`config.mk`:
```
export PLATFORM = sky130hd
export DESIGN_NAME = vram_arbiter
export DESIGN_NICKNAME = d
export VERILOG_FILES = /design/src/rtl/vram_arbiter.sv
export SDC_FILE = /design/constraint.sdc
export NUM_CORES = 1
export LEC_CHECK = 0
export ABC_AREA = 1
export BUFFER_PORTS_ARGS = -buffer_cell sky130_fd_sc_hd__buf_4
export CORE_ASPECT_RATIO = 1.5
export CORE_MARGIN = 5
export CORE_UTILIZATION = 61
export CTS_BUF_LIST = sky130_fd_sc_hd__clkbuf_4
export DETAILED_ROUTE_END_ITERATION = 16
export GPL_TIMING_DRIVEN = 0
export PLACE_DENSITY = 0.91
export SYNTH_ARGS = -nofsm -noshare
export SYNTH_HDL_FRONTEND = slang
export SYNTH_SLANG_ARGS = --single-unit
```
`constraint.sdc`:
```
create_clock -name pixel_clk -period 6 [get_ports pixel_clk]
set_input_delay 1.2 -clock pixel_clk [delete_from_list [all_inputs] [get_ports pixel_clk]]
set_output_delay 1.2 -clock pixel_clk [all_outputs]
set_load 0.005 [all_outputs]
```
`src/rtl/vram_arbiter.sv`:
```
// Arbitrates the single SDRAM command port between refresh, scanout reads and
// buffered host writes; one command in flight, aged host writes beat plain scanout.
module vram_arbiter #(
   parameter int ADDR_W     = 24,
   parameter int FIFO_DEPTH = 2,
   parameter int AGE_MAX    = 63
) (
   input  logic              pixel_clk,
   input  logic              reset,
   input  logic              refresh_req,
   output logic              refresh_grant,
   input  logic              disp_req,
   input  logic              disp_urgent,
   input  logic [ADDR_W-1:0] disp_addr,
   output logic              disp_grant,
   output logic              disp_done,
   input  logic              host_vram_cs,
   input  logic [ADDR_W-1:0] host_vram_addr,
   input  logic [15:0]       host_vram_data,
   output logic              host_write_avail,
   output logic              host_vram_done,
   output logic              host_overflow,
   output logic              mem_valid,
   output logic [1:0]        mem_cmd,
   output logic [ADDR_W-1:0] mem_addr,
   output logic [15:0]       mem_wdata,
   input  logic              mem_ready,
   input  logic              mem_done
);

   localparam int PW = (FIFO_DEPTH > 1) ? $clog2(FIFO_DEPTH) : 1;
   localparam int CW = PW + 1;
   localparam int AW = $clog2(AGE_MAX + 1);

   localparam logic [1:0] CMD_NONE = 2'b00;
   localparam logic [1:0] CMD_RD   = 2'b01;
   localparam logic [1:0] CMD_WR   = 2'b10;
   localparam logic [1:0] CMD_REF  = 2'b11;

   typedef enum logic [1:0] {S_IDLE, S_ISSUE, S_WAIT} state_t;
   typedef enum logic [1:0] {OWN_REF, OWN_DISP, OWN_HOST} owner_t;

   state_t              state_q, state_d;
   owner_t              owner_q, owner_d;
   logic [1:0]          cmd_q, cmd_d;
   logic [ADDR_W-1:0]   addr_q, addr_d;
   logic [15:0]         wdata_q, wdata_d;

   logic [ADDR_W-1:0]   fifo_addr_q [FIFO_DEPTH];
   logic [15:0]         fifo_data_q [FIFO_DEPTH];
   logic [PW-1:0]       wptr_q, rptr_q;
   logic [CW-1:0]       count_q, count_d;
   logic [AW-1:0]       age_q, age_d;
   logic                ovf_q;

   logic fifo_full, fifo_empty, accept, host_acc, push, host_aged;
   logic pick_ref, pick_disp, pick_host;

   assign fifo_full  = (count_q == CW'(FIFO_DEPTH));
   assign fifo_empty = (count_q == '0);
   assign accept     = (state_q == S_ISSUE) && mem_ready;
   assign host_acc   = accept && (owner_q == OWN_HOST);
   // Full is judged on the registered count, so a pop this cycle does not free a slot for a strobe.
   assign push       = host_vram_cs && !fifo_full;
   assign host_aged  = !fifo_empty && (age_q == AW'(AGE_MAX));

   always_comb begin
      pick_ref  = 1'b0;
      pick_disp = 1'b0;
      pick_host = 1'b0;
      if (refresh_req)                    pick_ref  = 1'b1;
      else if (disp_urgent && disp_req)   pick_disp = 1'b1;
      else if (host_aged)                 pick_host = 1'b1;
      else if (disp_req)                  pick_disp = 1'b1;
      else if (!fifo_empty)               pick_host = 1'b1;
   end

   always_comb begin
      state_d = state_q;
      owner_d = owner_q;
      cmd_d   = cmd_q;
      addr_d  = addr_q;
      wdata_d = wdata_q;
      case (state_q)
         S_IDLE: begin
            if (pick_ref) begin
               owner_d = OWN_REF;
               cmd_d   = CMD_REF;
               addr_d  = '0;
               wdata_d = '0;
               state_d = S_ISSUE;
            end else if (pick_disp) begin
               owner_d = OWN_DISP;
               cmd_d   = CMD_RD;
               addr_d  = disp_addr;
               wdata_d = '0;
               state_d = S_ISSUE;
            end else if (pick_host) begin
               owner_d = OWN_HOST;
               cmd_d   = CMD_WR;
               addr_d  = fifo_addr_q[rptr_q];
               wdata_d = fifo_data_q[rptr_q];
               state_d = S_ISSUE;
            end
         end
         S_ISSUE: begin
            if (mem_ready) begin
               cmd_d   = CMD_NONE;
               state_d = S_WAIT;
            end
         end
         S_WAIT: begin
            if (mem_done) state_d = S_IDLE;
         end
         default: state_d = S_IDLE;
      endcase
   end

   always_ff @(posedge pixel_clk or posedge reset) begin
      if (reset) begin
         state_q <= S_IDLE;
         owner_q <= OWN_REF;
         cmd_q   <= CMD_NONE;
         addr_q  <= '0;
         wdata_q <= '0;
      end else begin
         state_q <= state_d;
         owner_q <= owner_d;
         cmd_q   <= cmd_d;
         addr_q  <= addr_d;
         wdata_q <= wdata_d;
      end
   end

   always_comb begin
      count_d = count_q;
      case ({push, host_acc})
         2'b10:   count_d = count_q + 1'b1;
         2'b01:   count_d = count_q - 1'b1;
         default: count_d = count_q;
      endcase
   end

   // Age keeps counting while a host write sits in ISSUE under backpressure.
   always_comb begin
      age_d = age_q;
      if (host_acc || fifo_empty)       age_d = '0;
      else if (age_q != AW'(AGE_MAX))   age_d = age_q + 1'b1;
   end

   always_ff @(posedge pixel_clk or posedge reset) begin
      if (reset) begin
         wptr_q  <= '0;
         rptr_q  <= '0;
         count_q <= '0;
         age_q   <= '0;
         ovf_q   <= 1'b0;
      end else begin
         count_q <= count_d;
         age_q   <= age_d;
         if (push)     wptr_q <= wptr_q + 1'b1;
         if (host_acc) rptr_q <= rptr_q + 1'b1;
         if (host_vram_cs && fifo_full) ovf_q <= 1'b1;
      end
   end

   always_ff @(posedge pixel_clk) begin
      if (push) begin
         fifo_addr_q[wptr_q] <= host_vram_addr;
         fifo_data_q[wptr_q] <= host_vram_data;
      end
   end

   assign mem_valid        = (state_q == S_ISSUE);
   assign mem_cmd          = cmd_q;
   assign mem_addr         = addr_q;
   assign mem_wdata        = wdata_q;
   assign refresh_grant    = accept && (owner_q == OWN_REF);
   assign disp_grant       = accept && (owner_q == OWN_DISP);
   assign disp_done        = (state_q == S_WAIT) && mem_done && (owner_q == OWN_DISP);
   assign host_vram_done   = (state_q == S_WAIT) && mem_done && (owner_q == OWN_HOST);
   assign host_write_avail = !fifo_full;
   assign host_overflow    = ovf_q;

endmodule
```
==> results.md, run 1 <==
* Outcome: complete, no violations
* Total net switching power at 1.08 mW
* Most numerous cell in the Yosys netlist: nand2_1
* GR Util All Layers at 24.1%
* Critical path class: input port to primary output
* Pwr/cell area at 450 nW/um^2
* Row count at 43
* # diodes at 0
* FILL cells at 544
* Vias per inst at 5.55
* Setup Buffers After CTS at 0
* Clock root cell: clkbuf_4
* Post-synth cell types at 27
* Yosys warns at 0
* Vias at 4113
* WL per Instance at 17.4 um
* Die area at 11400 um^2
* CP Capture Type: primary output
* Syn-to-layout area delta at 24.7%
* Syn Inst Count at 475
* Global-route wire length before repair at 20.5 mm
* Maximum fanout along the worst path at 2
* Synth Flop Type: edfxtp_1
* Flop pwr share at 45.1%
* CP required at 4.80 ns
* Max cap viols at 0
* CTS Buf Count at 17
* Final period utilization at 50.7%
* Core Util, Final at 77.1%
* Logic pwr share at 35.4%
* Iteration-0 DRC count of the detailed router at 249
* Global route total overflow at 0
* Core box area at 9200 um^2
* Area taken by multi-input logic gates at 1700 um^2
* Vias in the first global route at 4359
* Tmin final at 3.04 ns
* Largest net degree at the start of global routing at 36
* Die Height at 128 um
* Layout cells sized above 1 at 34.7%
* Final setup fails at 0
* Hold_buf cts at 0
* Worst EP arrival at 1.84 ns
* Skew final at 0.0185 ns
* Hold crit path type: flop to flop
* ANT nets after route at 0
* Ys async rst share at 41.6%
* Register area at 3830 um^2
* Max_slew headroom at 57.9%
* Most frequent cells after synthesis: nand2_1 (141), edfxtp_1 (80), dfrtp_1 (57), nand3_1 (42), mux2_2 (40)
* Post-synth EDFFs at 80
* Initial antenna violation count at 0
* Switching Share at 33.7%
* Clk_lat worst skew at 0.53 ns
* Post-synthesis sequential area ratio at 67.3%
* Max clock buf depth at 2
* Fin Setup TNS at 0 ns
* Routability Congestion at 0.926
* Total clock sinks at 137
* Post-Route WL at 12.9 mm
* Yosys top cell area share at 42.2%
* Synth Register Bits at 137
* Syn nets at 549
* Syn avg cell area at 12.0 um^2
* Maximum vdd drop at 0.339 mV
* Crit start category: input port
* CTS tree: yes
* Unrepaired setup endpoints after global routing: false
* Dominant cell type by area after synthesis: edfxtp_1
* Starting Density at 61.9%
* Dpl hpwl at 9.39 mm
* Post-route DRC violation count at 0
* Worst Tran Pin Value at 0.624 ns
* Final Hold Vio Count at 0
* Mapped cell area at 5690 um^2
* P_int at 2.12 mW
* Post-cts resize count at 0
* I/O Pins at 121
* Clk pwr share at 19.5%
* DR pass1 iterations at 7
* Leakage power at 3.21 nW
* Final #Nets at 690
* H-Tree Depth at 4
* Port-buffer cells at 119
* Clk slew on worst S/H paths at 0.10 ns
* Synth area leaders: edfxtp_1 (42%), dfrtp_1 (25%), nand2_1 (9.3%)
* Achievable Freq at 0.329 GHz
* Fin. max-slew vios at 0
* Die width at 88.9 um
==> stage by stage <==
| step | instances | total power, mW | hold slack (ns) | setup slack (ns) | instance area [um^2] |
|---|---|---|---|---|---|
| 3_3_place_gp | 706 | 2.50 | 0.459 | 1.62 | 6730 |
| 5_1_grt | 741 | 3.39 | 0.508 | 2.91 | 7100 |
| 6_report | 741 | 3.19 | 0.490 | 2.96 | 7100 |
| 3_5_place_dp | 709 | 2.59 | 0.462 | 2.99 | 6800 |
| 2_1_floorplan | 475 | 2.11 | 0.465 | 2.56 | 5690 |
| 4_1_cts | 741 | 3.21 | 0.490 | 2.99 | 7100 |
==> cells in the final DEF (no fill, tap or decap), drive strengths merged, types with 11 or more instances in the layout <==
cell	Yosys	final
buf	15	137
clkbuf	10	29
dfrtp	57	57
edfxtp	80	80
inv	10	11
mux2	40	40
nand2	146	146
nand3	44	44
nand4	27	27
nor2	14	14
==> power by group through the flow <==
stage | combinational (mW) | clock, mW | sequential (mW)
6_report | 1.13 | 0.621 | 1.44
5_1_grt | 1.25 | 0.667 | 1.47
4_1_cts | 1.14 | 0.628 | 1.44
3_5_place_dp | 1.13 | 0 | 1.46
3_3_place_gp | 1.05 | 0 | 1.45
2_1_floorplan | 0.670 | 0 | 1.44
==> final cells by class <==
type                            count  area share (%)
Inverter                           13           0.688
Sequential cell                   137            53.9
Tap cell                          112            1.97
Buffer                             25            1.89
Clock buffer                       19            2.01
Clock inverter                     13            2.17
Multi-Input combinational cell    300            23.9
Timing Repair Buffer              122            13.4
==> final timing paths <==
path                       depth (start not counted)                    start                         to  slack (ns)
max in group asynchronous                          3                    reset    mem_addr[5]$_DFFE_PP0P_        4.71
setup reg to reg                                  10     age_q[0]$_DFFE_PP0P_   mem_wdata[1]$_DFFE_PP0P_        3.98
min in group asynchronous                          2                    reset  host_overflow$_DFFE_PP0P_        0.70
hold / removal                                     2  mem_addr[2]$_DFFE_PP0P_    mem_addr[2]$_DFFE_PP0P_        0.49
hold reg to reg                                    2  mem_addr[2]$_DFFE_PP0P_    mem_addr[2]$_DFFE_PP0P_        0.49
setup / recovery                                   4                 mem_done                  disp_done        2.96
==> routing by layer <==
metal | track usage (%) | up-vias | part of all wire (%)
met5 | 0 | - | 0
met4 | 11.6 | 0 | 3.6
met3 | 7.72 | 38 | 8.0
met2 | 40.1 | 160 | 52
met1 | 27.8 | 1969 | 36
li1 | - | 1946 | -
==> logic make-up after synthesis <==
family / share of synthesized area, %
xor+xnor: 0.923
flops: 67.3
simple gates: 18.5
buf+inv: 3.21
fa+ha+maj: 0.440
mux: 7.91
compound gates: 1.71
==> critical path, stage by stage <==
cell,delay [ns]
buf_4,0.08
nand3_1,0.10
nor3_1,0.28
buf_4,0.18
==> flip-flops by register name, summed over array words and instances, names as in the netlist <==
name	count
fifo_addr_q	48
state_q	2
mem_cmd	2
wptr_q	1
owner_q	2
host_overflow	1
mem_addr	24
count_q	2
fifo_data_q	32
age_q	6
rptr_q	1
mem_wdata	16
Power figures use the tool's default switching activity.
==> inputs of run 2 (changes only) <==
- CORE_UTILIZATION: 61 -> 56
- PLACE_DENSITY: 0.91 -> 0.85
- clock period: 6 -> 2.8 ns (I/O delays scaled with it)
==> run 2 against run 1 <==
  * First-iteration DRC count fell by 7.6%
  * Die area grew 8.1%
  * Largest power group unchanged
  * Clock power grew 120%
  * Sequential share of layout area decreased by 0.12 points
  * Cell count up 0.81%
  * Largest cell class unchanged
  * Setup slack got worse by 2.5 ns
  * Register-to-register slack got worse by 3.2 ns
  * Critical path type is now flop to primary output
  * Total power up 110%
  * Global-route usage decreased by 2.4 points
  * Sequential cell count unchanged
  * Critical path depth did not move
  * Via count shrank 0.32%
==> results.md, run 2 (same netlist as run 1, synthesis figures left out) <==
* Fin Setup TNS at 0 ns
* Largest net degree at the start of global routing at 34
* Core Util, Final at 71.0%
* Vias in the first global route at 4209
* I/O Pins at 121
* Setup Buffers After CTS at 0
* Hold crit path type: input port to asynchronous set/reset pin
* Worst Reg-to-Reg Cells at 10
* ANT nets after route at 0
* Final hold slack at 0.0779 ns
* FILL cells at 680
* Most flops, register: fifo_addr_q
* Final setup fails at 0
* Global route total overflow at 0
* Reg2Reg Capture Point: mem_wdata[7]$_DFFE_PP0P_
* Outcome: complete, no violations
* Maximum vdd drop at 0.611 mV
* Largest register FFs at 48
* Port-buffer cells at 119
* Critical path buffer and inverter count at 1
* Unrepaired setup endpoints after global routing: false
* Post-Route WL at 13.0 mm
* DR pass1 iterations at 5
* Starting Density at 56.8%
* Flop pwr share at 44.9%
* Row count at 45
* Critical path class: flop to primary output
* Achievable Freq at 0.424 GHz
* Vias per inst at 5.49
* Syn-to-layout area delta at 25.0%
* Worst-path cell chain: nor2_1 > nand2_1 > nor3_1 > buf_4
* CP Capture Type: primary output
* WL per Instance at 17.4 um
* Layout cells sized above 1 at 34.7%
* Final Power at 6.86 mW
* Post-route DRC violation count at 0
* Max cap viols at 0
* CTS tree: yes
* Clock root cell: clkbuf_4
* CP max stage delay at 0.44 ns
* Reg2Reg Launch Point: age_q[0]$_DFFE_PP0P_
* Final period utilization at 84.2%
* Initial antenna violation count at 1
* Worst EP arrival at 1.80 ns
* R2r setup slk at 0.80 ns
* Leakage power at 3.20 nW
* Dpl hpwl at 9.36 mm
* Die area at 12300 um^2
* Slowest cell on the critical path: dfrtp_1
* Largest delay contributor family on the critical path: simple AND/OR/NAND/NOR gates
* Final Hold Vio Count at 0
* Most common cell after layout, fill and taps aside: nand2_1
* Die Height at 133 um
* Max_slew headroom at 55.4%
* Global-route wire length before repair at 20.5 mm
* Pwr/cell area at 964 nW/um^2
* H-Tree Depth at 4
* Register area at 3830 um^2
* GR Util All Layers at 21.7%
* Switching Share at 34.1%
* Core box area at 10000 um^2
* Clk slew on worst S/H paths at 0.12 ns
* Worst Tran Pin Value at 0.663 ns
* Hold_buf cts at 0
* CTS Buf Count at 17
* Most frequent cells in the layout: nand2_1 (141), buf_4 (119), edfxtp_1 (80)
* Logic pwr share at 35.5%
* Clk_lat worst skew at 0.53 ns
* Tmin final at 2.36 ns
* Total net switching power at 2.34 mW
* Max clock buf depth at 2
* Area taken by multi-input logic gates at 1700 um^2
* P_int at 4.52 mW
* Total clock sinks at 137
* Final #Nets at 690
* Skew final at 0.0169 ns
* Die width at 92.3 um
* Crit start category: flop
* CP required at 2.24 ns
* Post-cts resize count at 0
* Maximum fanout along the worst path at 7
* Iteration-0 DRC count of the detailed router at 230
* Clk pwr share at 19.6%
* Vias at 4100
* Routability Congestion at 0.884
* Fin. max-slew vios at 0
## run 2: area by class of cell
class	instances	area share, %
Antenna cell	1	0.0352
Buffer	25	1.88
Clock buffer	17	1.79
Clock inverter	15	2.48
Inverter	13	0.686
Multi-Input combinational cell	300	23.8
Sequential cell	137	53.8
Tap cell	117	2.06
Timing Repair Buffer	122	13.4
## run 2: how the worst max path moves through the flow
stage	from	endpoint	slack, ns	cells after the start
floorplan	count_q[0]$_DFFE_PP0P_	fifo_addr_q[1][0]$_DFFE_PP_	0.00004	4
global placement	host_vram_cs	fifo_addr_q[1][14]$_DFFE_PP_	-0.90	3
detailed placement	age_q[0]$_DFFE_PP0P_	mem_wdata[4]$_DFFE_PP0P_	0.83	10
CTS	state_q[1]$_DFFE_PP0P_	refresh_grant	0.48	4
global route	state_q[1]$_DFFE_PP0P_	refresh_grant	0.32	4
finish	state_q[1]$_DFFE_PP0P_	refresh_grant	0.44	4
## run 2: metal layers
layer	vias up	GRT usage [%]	routed length, um
met5	-	0	0
li1	1944	-	-
met3	24	7.57	928
met2	185	37.9	6830
met1	1947	24.2	4970
met4	0	8.02	238
## run 2: stage by stage
step | area, um^2 | setup WS (ns) | cells
finish | 7110 | 0.442 | 747
global route | 7110 | 0.318 | 747
CTS | 7110 | 0.480 | 746
detailed placement | 6810 | 0.831 | 714
global placement | 6730 | -0.899 | 711
floorplan | 5690 | 0.0000364 | 475
## run 2: worst register-to-register path, cell delays in order (launching register included)
cell and delay (ns):
dfrtp_1 0.45, ha_1 0.26, nand3_2 0.13, nor2_4 0.07, nand2_4 0.12, nand2_2 0.06
nand2_2 0.13, clkinv_1 0.25, buf_2 0.28, nand3_1 0.08, nand2_1 0.07
## run 2: power by group through the flow
stage          clock, mW  combinational (mW)  sequential, mW
2_1_floorplan          0                1.44            3.08
3_5_place_dp           0                2.43            3.12
5_1_grt             1.47                2.67            3.14
4_1_cts             1.38                2.46            3.08
3_3_place_gp           0                2.27            3.10
6_report            1.35                2.43            3.08
==> inputs of run 3 (changes only) <==
- clock period: 2.8 -> 2.2 ns (I/O delays scaled with it)
==> run 3 against run 2 <==
  * Count of clock-buffer cells in the layout did not move
  * Via count down 0.76%
  * Combinational power grew 27%
  * Die area is the same
  * Utilization about the same
  * Highest routed layer unchanged
==> results.md, run 3 (same netlist as run 1, synthesis figures left out) <==
* Dpl cells at 714
* CP Capture Type: primary output
* Die area at 12300 um^2
* Layout cells sized above 1 at 35.4%
* Critical path startpoint: state_q[1]$_DFFE_PP0P_
* Fin. max-slew vios at 0
* Max clock buf depth at 2
* Final hold slack at 0.0800 ns
* Die Height at 133 um
* Worst EP arrival at 1.65 ns
* Clk pwr share at 18.8%
* Vias at 4069
* Fin Setup TNS at 0 ns
* Final #Nets at 691
* Largest register FFs at 48
* Dpl hpwl at 9.42 mm
* WL per Instance at 17.3 um
* Switching Share at 35.6%
* Row count at 45
* Reg2Reg Capture Point: mem_wdata[5]$_DFFE_PP0P_
* DR pass1 iterations at 5
* Logic pwr share at 35.7%
* Maximum vdd drop at 0.725 mV
* Clk_lat worst skew at 0.53 ns
* Max_slew headroom at 56.4%
* Clk slew on worst S/H paths at 0.14 ns
* R2r setup slk at 0.16 ns
* Reg2Reg Launch Point: age_q[0]$_DFFE_PP0P_
* Achievable Freq at 0.478 GHz
* Routability Congestion at 0.883
* Final setup fails at 0
* Post-Route WL at 12.9 mm
* Outcome: complete, no violations
* ANT nets after route at 0
* Vias in the first global route at 4256
* Worst Reg-to-Reg Cells at 10
* Total clock sinks at 137
* Clock root cell: clkbuf_4
* Iteration-0 DRC count of the detailed router at 231
* Vias per inst at 5.44
* Pwr/cell area at 1220 nW/um^2
* CTS tree: yes
* Final period utilization at 95.1%
* Flop pwr share at 45.4%
* Worst Tran Pin Value at 0.648 ns
* Most flops, register: fifo_addr_q
* CTS Buf Count at 17
* Max cap viols at 0
* Setup Buffers After CTS at 0
* Global-route wire length before repair at 20.9 mm
* Hold crit path type: input port to flop
* Global route total overflow at 0
* Port-buffer cells at 119
* Post-route DRC violation count at 0
* CP required at 1.76 ns
* Tmin final at 2.09 ns
* Crit start category: flop
* Critical path class: flop to primary output
* Most common cell after layout, fill and taps aside: nand2_1
* Final Hold Vio Count at 0
* Initial antenna violation count at 1
* Leakage power at 3.21 nW
* Most frequent cells in the layout: nand2_1 (140), buf_4 (119), edfxtp_1 (80)
* Die width at 92.3 um
* Cell Area, Placed at 6810 um^2
* P_int at 5.58 mW
* Final Non-Filler Cells at 748
* Final Power at 8.65 mW
* Core box area at 10000 um^2
* Maximum fanout along the worst path at 7
* Total net switching power at 3.08 mW
* Starting Density at 56.8%
* H-Tree Depth at 4
* Largest net degree at the start of global routing at 34
* GR Util All Layers at 22.1%
* I/O Pins at 121
* Skew final at 0.0213 ns
* Syn-to-layout area delta at 25.0%
* Post-route cell area at 7120 um^2
* Worst setup endpoint: refresh_grant
-- run 3: worst min path at each step --
stage / startpoint / endpoint / slack, ns / depth (start not counted)
4_1_cts: host_vram_data[8] / fifo_data_q[1][8]$_DFFE_PP_ / 0.04 / 1
6_report: host_vram_addr[1] / fifo_addr_q[0][1]$_DFFE_PP_ / 0.08 / 1
3_5_place_dp: mem_wdata[10]$_DFFE_PP0P_ / mem_wdata[10]$_DFFE_PP0P_ / 0.46 / 2
2_1_floorplan: mem_wdata[10]$_DFFE_PP0P_ / mem_wdata[10]$_DFFE_PP0P_ / 0.47 / 2
5_1_grt: host_vram_data[8] / fifo_data_q[0][8]$_DFFE_PP_ / 0.01 / 1
3_3_place_gp: mem_wdata[5]$_DFFE_PP0P_ / mem_wdata[5]$_DFFE_PP0P_ / 0.46 / 2
-- run 3: layout make-up --
class | count | area [um^2]
antenna | 1 | 2.50
clock buffer | 17 | 128
tap | 117 | 146
timing repair buffer | 123 | 963
fill | 696 | 2910
multi-input combinational | 300 | 1710
sequential | 137 | 3830
clock inverter | 15 | 158
buffer | 25 | 134
inverter | 13 | 48.8
-- run 3: per-stage QoR --
stage | setup slack (ns) | util (%)
2_1_floorplan | 0.0589 | -
3_3_place_gp | -0.492 | 67.2
3_5_place_dp | 0.206 | 67.9
4_1_cts | 0.0312 | 70.9
5_1_grt | -0.0111 | 71.0
6_report | 0.107 | 71.0
-- run 3: timing repair --
item,in CTS,in global routing
cloned,0,0
hold buffers,1,0
setup endpoints to repair,1,2
resized for setup,1,3
endpoints found under the hold margin,24,0
-- run 3: critical path, stage by stage (launching register included) --
cell and delay, ns:
dfrtp_2 0.47, nor2_2 0.18, nand2_2 0.13, nor3_2 0.19
buf_4 0.15
-- run 3: routing by layer --
layer  up-vias  global-route usage (%)  wire length (um)
met3        24                    6.67               920
met5         -                       0                 0
met4         0                    8.18               252
met2       164                    39.4              6870
li1       1951                       -                 -
met1      1930                    24.8              4870
-- run 3: power by group through the flow --
stage | logic (mW) | clock network [mW] | registers, mW
final | 3.09 | 1.63 | 3.93
after global routing | 3.40 | 1.79 | 4.01
after CTS | 3.12 | 1.66 | 3.93
after detailed placement | 3.08 | 0 | 3.97
after global placement | 2.91 | 0 | 3.93
after floorplan | 1.83 | 0 | 3.92
